## src/rtl/pll_lock_supervisor_pkg.sv

```systemverilog
// Shared types and sizing helpers for the PLL lock supervisor.
package pll_sup_pkg;

  typedef enum logic [2:0] {
    ST_PLL_RESET,
    ST_WAIT_LOCK,
    ST_STABLE,
    ST_RELEASE,
    ST_RUN,
    ST_FAULT
  } sup_state_e;

  localparam int RETRY_W = 4;
  localparam int LOSS_W  = 8;

  // Bits needed for a counter that only ever holds 0 .. max_val-1.
  function automatic int cnt_w(input int max_val);
    return (max_val <= 2) ? 1 : $clog2(max_val);
  endfunction

  function automatic int max3(input int a, input int b, input int c);
    int m;
    m = (a > b) ? a : b;
    return (m > c) ? m : c;
  endfunction

endpackage

```

## src/rtl/pll_lock_supervisor_if.sv

```systemverilog
// Control/status bundle between the supervisor and the PLL/clock-domain side.
interface pll_lock_supervisor_if #(
  parameter int NUM_CLOCKS = 4
);
  import pll_sup_pkg::*;

  logic                  pll_locked;
  logic                  sw_restart;
  logic                  pll_rst;
  logic [NUM_CLOCKS-1:0] clk_rst_n;
  logic                  ready;
  logic                  fault;
  logic [RETRY_W-1:0]    retry_count;
  logic [LOSS_W-1:0]     lock_loss_count;

  modport master (
    input  pll_locked, sw_restart,
    output pll_rst, clk_rst_n, ready, fault, retry_count, lock_loss_count
  );

  modport slave (
    output pll_locked, sw_restart,
    input  pll_rst, clk_rst_n, ready, fault, retry_count, lock_loss_count
  );
endinterface

```

## src/rtl/pll_lock_supervisor_sync_2ff.sv

```systemverilog
// Two-flop synchroniser bringing the asynchronous PLL lock flag into refclk.
module sync_2ff (
  input  logic clk,
  input  logic rst_n,
  input  logic d_i,
  output logic q_o
);
  logic meta_q;
  logic sync_q;

  always_ff @(posedge clk or negedge rst_n) begin
    if (!rst_n) begin
      meta_q <= 1'b0;
      sync_q <= 1'b0;
    end else begin
      meta_q <= d_i;
      sync_q <= meta_q;
    end
  end

  assign q_o = sync_q;
endmodule

```

## src/rtl/pll_lock_supervisor.sv

```systemverilog
// Sequences PLL reset, lock qualification and staggered per-domain reset release,
// with retry/fault handling and lock-loss accounting.
module pll_lock_supervisor
  import pll_sup_pkg::*;
#(
  parameter int NUM_CLOCKS          = 4,
  parameter int PLL_RESET_CYCLES    = 8,
  parameter int LOCK_STABLE_CYCLES  = 16,
  parameter int LOCK_TIMEOUT_CYCLES = 100000,
  parameter int MAX_RETRIES         = 3,
  parameter int STAGGER_CYCLES      = 4
) (
  input logic                   refclk,
  input logic                   rst_n,
  pll_lock_supervisor_if.master sup
);
  localparam int CW = cnt_w(max3(PLL_RESET_CYCLES, LOCK_TIMEOUT_CYCLES,
                                 STAGGER_CYCLES * NUM_CLOCKS));
  localparam int SW = cnt_w(LOCK_STABLE_CYCLES);

  localparam logic [CW-1:0]      RST_LAST  = CW'(PLL_RESET_CYCLES - 1);
  localparam logic [CW-1:0]      TO_LAST   = CW'(LOCK_TIMEOUT_CYCLES - 1);
  localparam logic [CW-1:0]      REL_LAST  = CW'(STAGGER_CYCLES * (NUM_CLOCKS - 1));
  localparam logic [SW-1:0]      STAB_LAST = SW'(LOCK_STABLE_CYCLES - 1);
  localparam logic [RETRY_W-1:0] RETRY_MAX = RETRY_W'(MAX_RETRIES);

  logic                  locked_s;
  sup_state_e            state_q, state_d;
  logic [CW-1:0]         cnt_q, cnt_d;
  logic [SW-1:0]         stab_q, stab_d;
  logic [RETRY_W-1:0]    retry_q, retry_d, retry_inc;
  logic [LOSS_W-1:0]     loss_q, loss_d;
  logic                  go_retry, go_loss;
  logic                  pll_rst_q, pll_rst_d;
  logic [NUM_CLOCKS-1:0] clk_rst_n_q, clk_rst_n_d;
  logic                  ready_q, ready_d;
  logic                  fault_q, fault_d;

  sync_2ff u_sync (
    .clk   (refclk),
    .rst_n (rst_n),
    .d_i   (sup.pll_locked),
    .q_o   (locked_s)
  );

  always_ff @(posedge refclk or negedge rst_n) begin
    if (!rst_n) begin
      state_q <= ST_PLL_RESET;
      cnt_q   <= '0;
      stab_q  <= '0;
      retry_q <= '0;
      loss_q  <= '0;
    end else begin
      state_q <= state_d;
      cnt_q   <= cnt_d;
      stab_q  <= stab_d;
      retry_q <= retry_d;
      loss_q  <= loss_d;
    end
  end

  // The timeout window spans WAIT_LOCK and STABLE together; only a completed
  // stability run escapes it.
  always_comb begin
    state_d   = state_q;
    cnt_d     = cnt_q;
    stab_d    = stab_q;
    retry_d   = retry_q;
    loss_d    = loss_q;
    retry_inc = retry_q + 1'b1;
    go_retry  = 1'b0;
    go_loss   = 1'b0;
    if (sup.sw_restart) begin
      state_d = ST_PLL_RESET;
      cnt_d   = '0;
      stab_d  = '0;
      retry_d = '0;
    end else begin
      unique case (state_q)
        ST_PLL_RESET: begin
          if (cnt_q == RST_LAST) begin
            state_d = ST_WAIT_LOCK;
            cnt_d   = '0;
          end else begin
            cnt_d = cnt_q + 1'b1;
          end
        end
        ST_WAIT_LOCK: begin
          cnt_d = cnt_q + 1'b1;
          if (cnt_q == TO_LAST) begin
            go_retry = 1'b1;
          end else if (locked_s) begin
            state_d = ST_STABLE;
            stab_d  = '0;
          end
        end
        ST_STABLE: begin
          cnt_d = cnt_q + 1'b1;
          if (locked_s && stab_q == STAB_LAST) begin
            state_d = ST_RELEASE;
            cnt_d   = '0;
          end else if (cnt_q == TO_LAST) begin
            go_retry = 1'b1;
          end else if (!locked_s) begin
            state_d = ST_WAIT_LOCK;
            stab_d  = '0;
          end else begin
            stab_d = stab_q + 1'b1;
          end
        end
        ST_RELEASE: begin
          if (!locked_s) begin
            go_loss = 1'b1;
          end else if (cnt_q == REL_LAST) begin
            state_d = ST_RUN;
            retry_d = '0;
          end else begin
            cnt_d = cnt_q + 1'b1;
          end
        end
        ST_RUN: begin
          if (!locked_s) go_loss = 1'b1;
        end
        default: ;
      endcase
      if (go_retry) begin
        retry_d = retry_inc;
        state_d = (retry_inc == RETRY_MAX) ? ST_FAULT : ST_PLL_RESET;
        cnt_d   = '0;
        stab_d  = '0;
      end
      if (go_loss) begin
        loss_d  = (loss_q == '1) ? loss_q : loss_q + 1'b1;
        state_d = ST_PLL_RESET;
        cnt_d   = '0;
        stab_d  = '0;
      end
    end
  end

  // Outputs are decoded from the next state so the registered copies line up
  // with state_q without an extra cycle of lag.
  always_comb begin
    pll_rst_d   = (state_d == ST_PLL_RESET) || (state_d == ST_FAULT);
    ready_d     = (state_d == ST_RUN);
    fault_d     = (state_d == ST_FAULT);
    clk_rst_n_d = '0;
    if (state_d == ST_RUN) begin
      clk_rst_n_d = '1;
    end else if (state_d == ST_RELEASE) begin
      for (int i = 0; i < NUM_CLOCKS; i++) begin
        clk_rst_n_d[i] = (cnt_d >= CW'(STAGGER_CYCLES * i));
      end
    end
  end

  always_ff @(posedge refclk or negedge rst_n) begin
    if (!rst_n) begin
      pll_rst_q   <= 1'b1;
      clk_rst_n_q <= '0;
      ready_q     <= 1'b0;
      fault_q     <= 1'b0;
    end else begin
      pll_rst_q   <= pll_rst_d;
      clk_rst_n_q <= clk_rst_n_d;
      ready_q     <= ready_d;
      fault_q     <= fault_d;
    end
  end

  assign sup.pll_rst         = pll_rst_q;
  assign sup.clk_rst_n       = clk_rst_n_q;
  assign sup.ready           = ready_q;
  assign sup.fault           = fault_q;
  assign sup.retry_count     = retry_q;
  assign sup.lock_loss_count = loss_q;

endmodule

```

## src/flat_wrapper.sv

```systemverilog
// flat-port wrapper written by rule: the top's interface ports become plain ports
module pll_lock_supervisor_flat import pll_sup_pkg::*;
#(
  parameter int NUM_CLOCKS          = 4,
  parameter int PLL_RESET_CYCLES    = 8,
  parameter int LOCK_STABLE_CYCLES  = 16,
  parameter int LOCK_TIMEOUT_CYCLES = 100000,
  parameter int MAX_RETRIES         = 3,
  parameter int STAGGER_CYCLES      = 4
)
  (refclk, rst_n, sup_pll_locked, sup_sw_restart, sup_pll_rst, sup_clk_rst_n, sup_ready, sup_fault, sup_retry_count, sup_lock_loss_count);
  pll_lock_supervisor_if #(.NUM_CLOCKS(NUM_CLOCKS)) sup_i ();
  input logic refclk;
  input logic rst_n;
  input wire logic [$bits(sup_i.pll_locked)-1:0] sup_pll_locked;
  input wire logic [$bits(sup_i.sw_restart)-1:0] sup_sw_restart;
  output wire logic [$bits(sup_i.pll_rst)-1:0] sup_pll_rst;
  output wire logic [$bits(sup_i.clk_rst_n)-1:0] sup_clk_rst_n;
  output wire logic [$bits(sup_i.ready)-1:0] sup_ready;
  output wire logic [$bits(sup_i.fault)-1:0] sup_fault;
  output wire logic [$bits(sup_i.retry_count)-1:0] sup_retry_count;
  output wire logic [$bits(sup_i.lock_loss_count)-1:0] sup_lock_loss_count;
  assign sup_i.pll_locked = sup_pll_locked;
  assign sup_i.sw_restart = sup_sw_restart;
  assign sup_pll_rst = sup_i.pll_rst;
  assign sup_clk_rst_n = sup_i.clk_rst_n;
  assign sup_ready = sup_i.ready;
  assign sup_fault = sup_i.fault;
  assign sup_retry_count = sup_i.retry_count;
  assign sup_lock_loss_count = sup_i.lock_loss_count;
  pll_lock_supervisor #(.NUM_CLOCKS(NUM_CLOCKS), .PLL_RESET_CYCLES(PLL_RESET_CYCLES), .LOCK_STABLE_CYCLES(LOCK_STABLE_CYCLES), .LOCK_TIMEOUT_CYCLES(LOCK_TIMEOUT_CYCLES), .MAX_RETRIES(MAX_RETRIES), .STAGGER_CYCLES(STAGGER_CYCLES)) u_core (.refclk(refclk), .rst_n(rst_n), .sup(sup_i));
endmodule
```

## config.mk

```make
export PLATFORM = sky130hd
export DESIGN_NAME = pll_lock_supervisor_flat
export DESIGN_NICKNAME = d
export VERILOG_FILES = /design/src/rtl/pll_lock_supervisor_pkg.sv /design/src/rtl/pll_lock_supervisor_if.sv /design/src/rtl/pll_lock_supervisor_sync_2ff.sv /design/src/rtl/pll_lock_supervisor.sv /design/src/flat_wrapper.sv
export SDC_FILE = /design/constraint.sdc
export NUM_CORES = 1
export LEC_CHECK = 0
export BUFFER_PORTS_ARGS = -buffer_cell sky130_fd_sc_hd__buf_2
export CAP_MARGIN = 20
export CORE_MARGIN = 4
export CORE_UTILIZATION = 34
export CTS_BUF_LIST = sky130_fd_sc_hd__clkbuf_8 sky130_fd_sc_hd__clkbuf_16
export CTS_CLUSTER_DIAMETER = 80
export CTS_CLUSTER_SIZE = 25
export DETAILED_ROUTE_END_ITERATION = 16
export SLEW_MARGIN = 25
export SYNTH_ARGS = -nofsm -noshare
export SYNTH_HDL_FRONTEND = slang
export SYNTH_SLANG_ARGS = --single-unit
```

## constraint.sdc

```tcl
create_clock -name refclk -period 2.6 [get_ports refclk]
set_input_delay 0.26 -clock refclk [delete_from_list [all_inputs] [get_ports refclk]]
set_output_delay 0.26 -clock refclk [all_outputs]
set_load 0.005 [all_outputs]
```

==> impl_summary.log <==
INFO  metric place_congestion = around 0.94
INFO  metric synthesis.instances = approximately 310
INFO  metric grt_max_degree = between 40 and 50
INFO  metric fin_cells = 491
INFO  metric finClkSkew = 0.005053 ns
INFO  metric crit_path_max_incr_delay = ~0.43 ns
INFO  metric footprint_of_the_multi_input_gates = 1833 sq um
INFO  metric timing.critical_path.slowest_stage_cell = sky130_fd_sc_hd__dfrtp_1
INFO  metric detailedRoute.firstIterationViolations = about 220
INFO  metric timing.critical_path.required = 2.77 ns
INFO  metric dp_hpwl = approximately 6 mm
INFO  metric grt_util_all_layers = 15.98%
INFO  metric cts_inserted_buffers = 5
INFO  metric max_slew.worst_pin.slew = just under 0.6 ns
INFO  metric vias_per_cell = 5.558
INFO  metric clock_latency = 0.30 ns
INFO  metric hold_violation_total_from_the_final_report = 0
INFO  metric num_vias = 2729
INFO  metric failed_checks = negative setup slack
INFO  metric final-seq-area = about 1100 sq um
INFO  metric power.density = 328.8 nW/um^2
INFO  metric first_global_vias = 2512
INFO  metric antenna_found_initial = 0
INFO  metric type_of_the_most_critical_hold_path = input pin to async pin
INFO  metric final-max-slew-violation-count = 0
INFO  metric fin_crit_sh = 100.2%
INFO  metric finalCoreUtilization = a little under half
INFO  metric post_synthesis_mean_instance_area = 9.366 sq um
INFO  metric timing.final.crit_period = around 2.6 ns
INFO  metric worst-path-max-fanout = 3
INFO  metric vdd_ir_drop_max = 0.0002801 V
INFO  metric ys_types = 69
INFO  metric die_width = around 100 microns
INFO  metric maxClockFrequency = 383.8 MHz
INFO  metric numPortBuffers = 22
INFO  metric timing.slew.headroom = around three fifths
INFO  metric post-route-worst-setup-slack = -0.005801 ns
INFO  metric detailed_routing_iteration_count_for_the_pre_antenna_repair_pass = 7
INFO  metric maxCapViolCount = 0
INFO  metric drive_gt1_share = a little under two fifths
INFO  metric ys_ff_latch = 45
INFO  metric n_antenna_cell = 0
INFO  metric clk_path_buf_depth = 2
INFO  metric post_detailed_routing_wire_length = about 8.0 mm
INFO  metric place_worst_setup_slack = -0.07719 ns
INFO  metric die_area = 9992 sq um
INFO  metric async_reset_ff_share = between 90% and 100%
INFO  metric floorplan.io_pins = 23
INFO  metric crit_chain = nor4_4 -> nand2_2 -> buf_6 -> nor4_4 -> or2b_4 -> buf_12 -> a21oi_1 -> a2111oi_4 -> buf_4 -> a41oi_2
INFO  metric cts_tree = built
INFO  metric ys_top_cells_by_area = sky130_fd_sc_hd__dfrtp_1 38%, sky130_fd_sc_hd__nor2_1 3.8%, sky130_fd_sc_hd__o21ai_0 3.5%
INFO  metric syn_area = between 2000 and 3000 sq um
INFO  metric drt-wirelength-per-cell = between 15 and 20 microns
INFO  metric cts_hold_buf = 0
INFO  metric yosys.area.top_type_share = a little under two fifths
INFO  metric ys.warnings.count = 0
INFO  metric synth.net_count = 317
INFO  metric overflow = 0
INFO  metric synth_top_flop_cell = sky130_fd_sc_hd__dfrtp_1
INFO  metric initial_core_util = 34.99%
INFO  metric remaining_drc_errors = 0
INFO  metric number_of_sinks_handled_by_clock_tree_synthesis = 45
INFO  metric worst_setup_path_start_kind = register
INFO  metric fillCellCount = 759
INFO  metric syn_to_final_growth = 33.64%
INFO  metric placement_rows = 33
INFO  metric timing.critical_path.arrival = about 2.8 ns
INFO  metric synth_top_area_cell = sky130_fd_sc_hd__dfrtp_1
INFO  metric fp.dieH = between 90 and 100 microns
INFO  metric rsz0062_at_grt = yes
INFO  metric cts.reportedPaths.clkPinSlew = ~0.090 ns
INFO  metric place_inst = 467
INFO  metric htreeDepth = 2
INFO  metric end_kind = register
INFO  metric coreArea = about 8200 sq um
INFO  metric outcome = complete, but fails checks
INFO  metric total_leakage_power = about 0.0017 uW
INFO  metric fin_nets = 395
INFO  metric timing.setup.critical_path_class = register to register
INFO  metric timing.final.setup_violations = 1
INFO  metric grt_first_pass_wirelength = between 10 and 15 mm
INFO  metric drtAntennaViolNets = 0
INFO  metric synth_edf_count = 0
INFO  metric path_common_cell = sky130_fd_sc_hd__nor4_4
INFO  metric synth_sequential_area_ratio = 39.21%
INFO  metric clock-root-buffer = sky130_fd_sc_hd__clkbuf_8
[cell usage after synthesis (4+ instances only)]
| master | number |
|---|---|
| sky130_fd_sc_hd__a211oi_1 | 5 |
| sky130_fd_sc_hd__a21oi_1 | 13 |
| sky130_fd_sc_hd__a31oi_1 | 7 |
| sky130_fd_sc_hd__a41oi_1 | 4 |
| sky130_fd_sc_hd__and2_1 | 5 |
| sky130_fd_sc_hd__and3_1 | 7 |
| sky130_fd_sc_hd__buf_2 | 6 |
| sky130_fd_sc_hd__dfrtp_1 | 44 |
| sky130_fd_sc_hd__ha_1 | 6 |
| sky130_fd_sc_hd__inv_1 | 13 |
| sky130_fd_sc_hd__nand2_1 | 21 |
| sky130_fd_sc_hd__nand3_1 | 11 |
| sky130_fd_sc_hd__nand4_1 | 7 |
| sky130_fd_sc_hd__nor2_1 | 29 |
| sky130_fd_sc_hd__nor2_2 | 4 |
| sky130_fd_sc_hd__nor2b_1 | 5 |
| sky130_fd_sc_hd__nor3_1 | 12 |
| sky130_fd_sc_hd__nor4_1 | 4 |
| sky130_fd_sc_hd__o21a_1 | 4 |
| sky130_fd_sc_hd__o21ai_0 | 20 |
| sky130_fd_sc_hd__o21ai_1 | 4 |
| sky130_fd_sc_hd__xnor2_1 | 8 |
| sky130_fd_sc_hd__xor2_1 | 4 |
[layer usage]
layer  GRT usage, %  vias to the layer above  wire length, microns
met1          22.81                     1305                  3531
li1               -                     1287                     -
met2          25.71                      122                  3753
met4          3.571                        0                   174
met5              0                        -                     0
met3          2.293                       15                   507
[cell usage in the layout, fill, tap and decap left out, types with 9 or more instances in the layout]
cell type,count
sky130_fd_sc_hd__dfrtp_1,44
sky130_fd_sc_hd__a21oi_1,10
sky130_fd_sc_hd__buf_4,55
sky130_fd_sc_hd__o21ai_0,17
sky130_fd_sc_hd__nand2_1,21
sky130_fd_sc_hd__nor3_1,10
sky130_fd_sc_hd__nor2_1,27
sky130_fd_sc_hd__inv_1,13
sky130_fd_sc_hd__nand3_1,9
sky130_fd_sc_hd__buf_2,22
[repair_timing]
item	CTS	global route
setup buffers	9	7
setup endpoints to repair	3	4
resized for setup	14	32
pin swaps	6	17
gates cloned	0	0
[worst max-delay path: cells and delay by family, from the launching register on]
kind | cells | cell delay (ns)
compound gates | 3 | 0.56
flops | 1 | 0.43
buf+inv | 3 | 0.44
simple gates | 4 | 1.04
[sequential cells by signal, summed over array words and instances (netlist names)]
register,count
u_core.state_q,3
u_core.cnt_q,17
u_core.sup.pll_rst,1
u_core.u_sync.q_o,1
u_core.sup.ready,1
u_core.sup.retry_count,4
u_core.u_sync.meta_q,1
u_core.sup.lock_loss_count,8
u_core.sup.fault,1
u_core.sup.clk_rst_n,4
u_core.stab_q,4
[worst paths after layout]
check,startpoint,to,slack [ns],cells past startpoint
max reg2reg,u_core.cnt_q[6]$_DFF_PN0_,u_core.sup.clk_rst_n[2]$_DFF_PN0_,-0.006,10
min reg2reg,u_core.u_sync.meta_q$_DFF_PN0_,u_core.u_sync.q_o$_DFF_PN0_,0.36,0
min,rst_n,u_core.stab_q[3]$_DFFE_PN0P_,0.04,2
max,u_core.cnt_q[6]$_DFF_PN0_,u_core.sup.clk_rst_n[2]$_DFF_PN0_,-0.006,10
min in group refclk,sup_pll_locked,u_core.u_sync.meta_q$_DFF_PN0_,0.06,1
max in group asynchronous,rst_n,u_core.state_q[1]$_DFF_PN0_,2.17,2
[report_power, final]
group | total, uW | leakage (uW) | switching [uW] | internal, uW
clock | 456 | 0.0000447 | 262 | 194
sequential | 715 | 0.000614 | 8.99 | 706
combinational | 92.3 | 0.00101 | 55.1 | 37.2
total | 1260 | 0.00166 | 326 | 938
[logic make-up after synthesis]
| family | count (synthesis) | synth area share, % |
|---|---|---|
| buf+inv | 25 | 4.351 |
| simple gates | 132 | 27.24 |
| fa+ha+maj | 6 | 2.611 |
| compound gates | 85 | 22.15 |
| flops | 45 | 39.21 |
| xor+xnor | 12 | 3.655 |
| mux | 2 | 0.7832 |
[layout make-up]
type                            count  area share (%)
Multi-Input combinational cell    237           47.70
Sequential cell                    45           29.34
Tap cell                          105           3.419
Clock buffer                        5           1.791
Inverter                           13           1.270
Timing Repair Buffer               83           15.83
Clock inverter                      3          0.6513
[per-stage QoR]
stage / setup TNS (ns) / cell area, sq um / hold WS [ns] / total power [uW]
detailed placement: -0.1745 / 3378 / 0.3381 / 803.0
CTS: 0 / 3621 / 0.04405 / 1274
floorplan: 0 / 2875 / -0.03559 / 763.4
global route: -0.2536 / 3842 / 0.03399 / 1323
finish: -0.005801 / 3842 / 0.04440 / 1264
global placement: -0.1606 / 3378 / 0.3326 / 801.8
No activity file was read; power rests on OpenSTA's default activity.
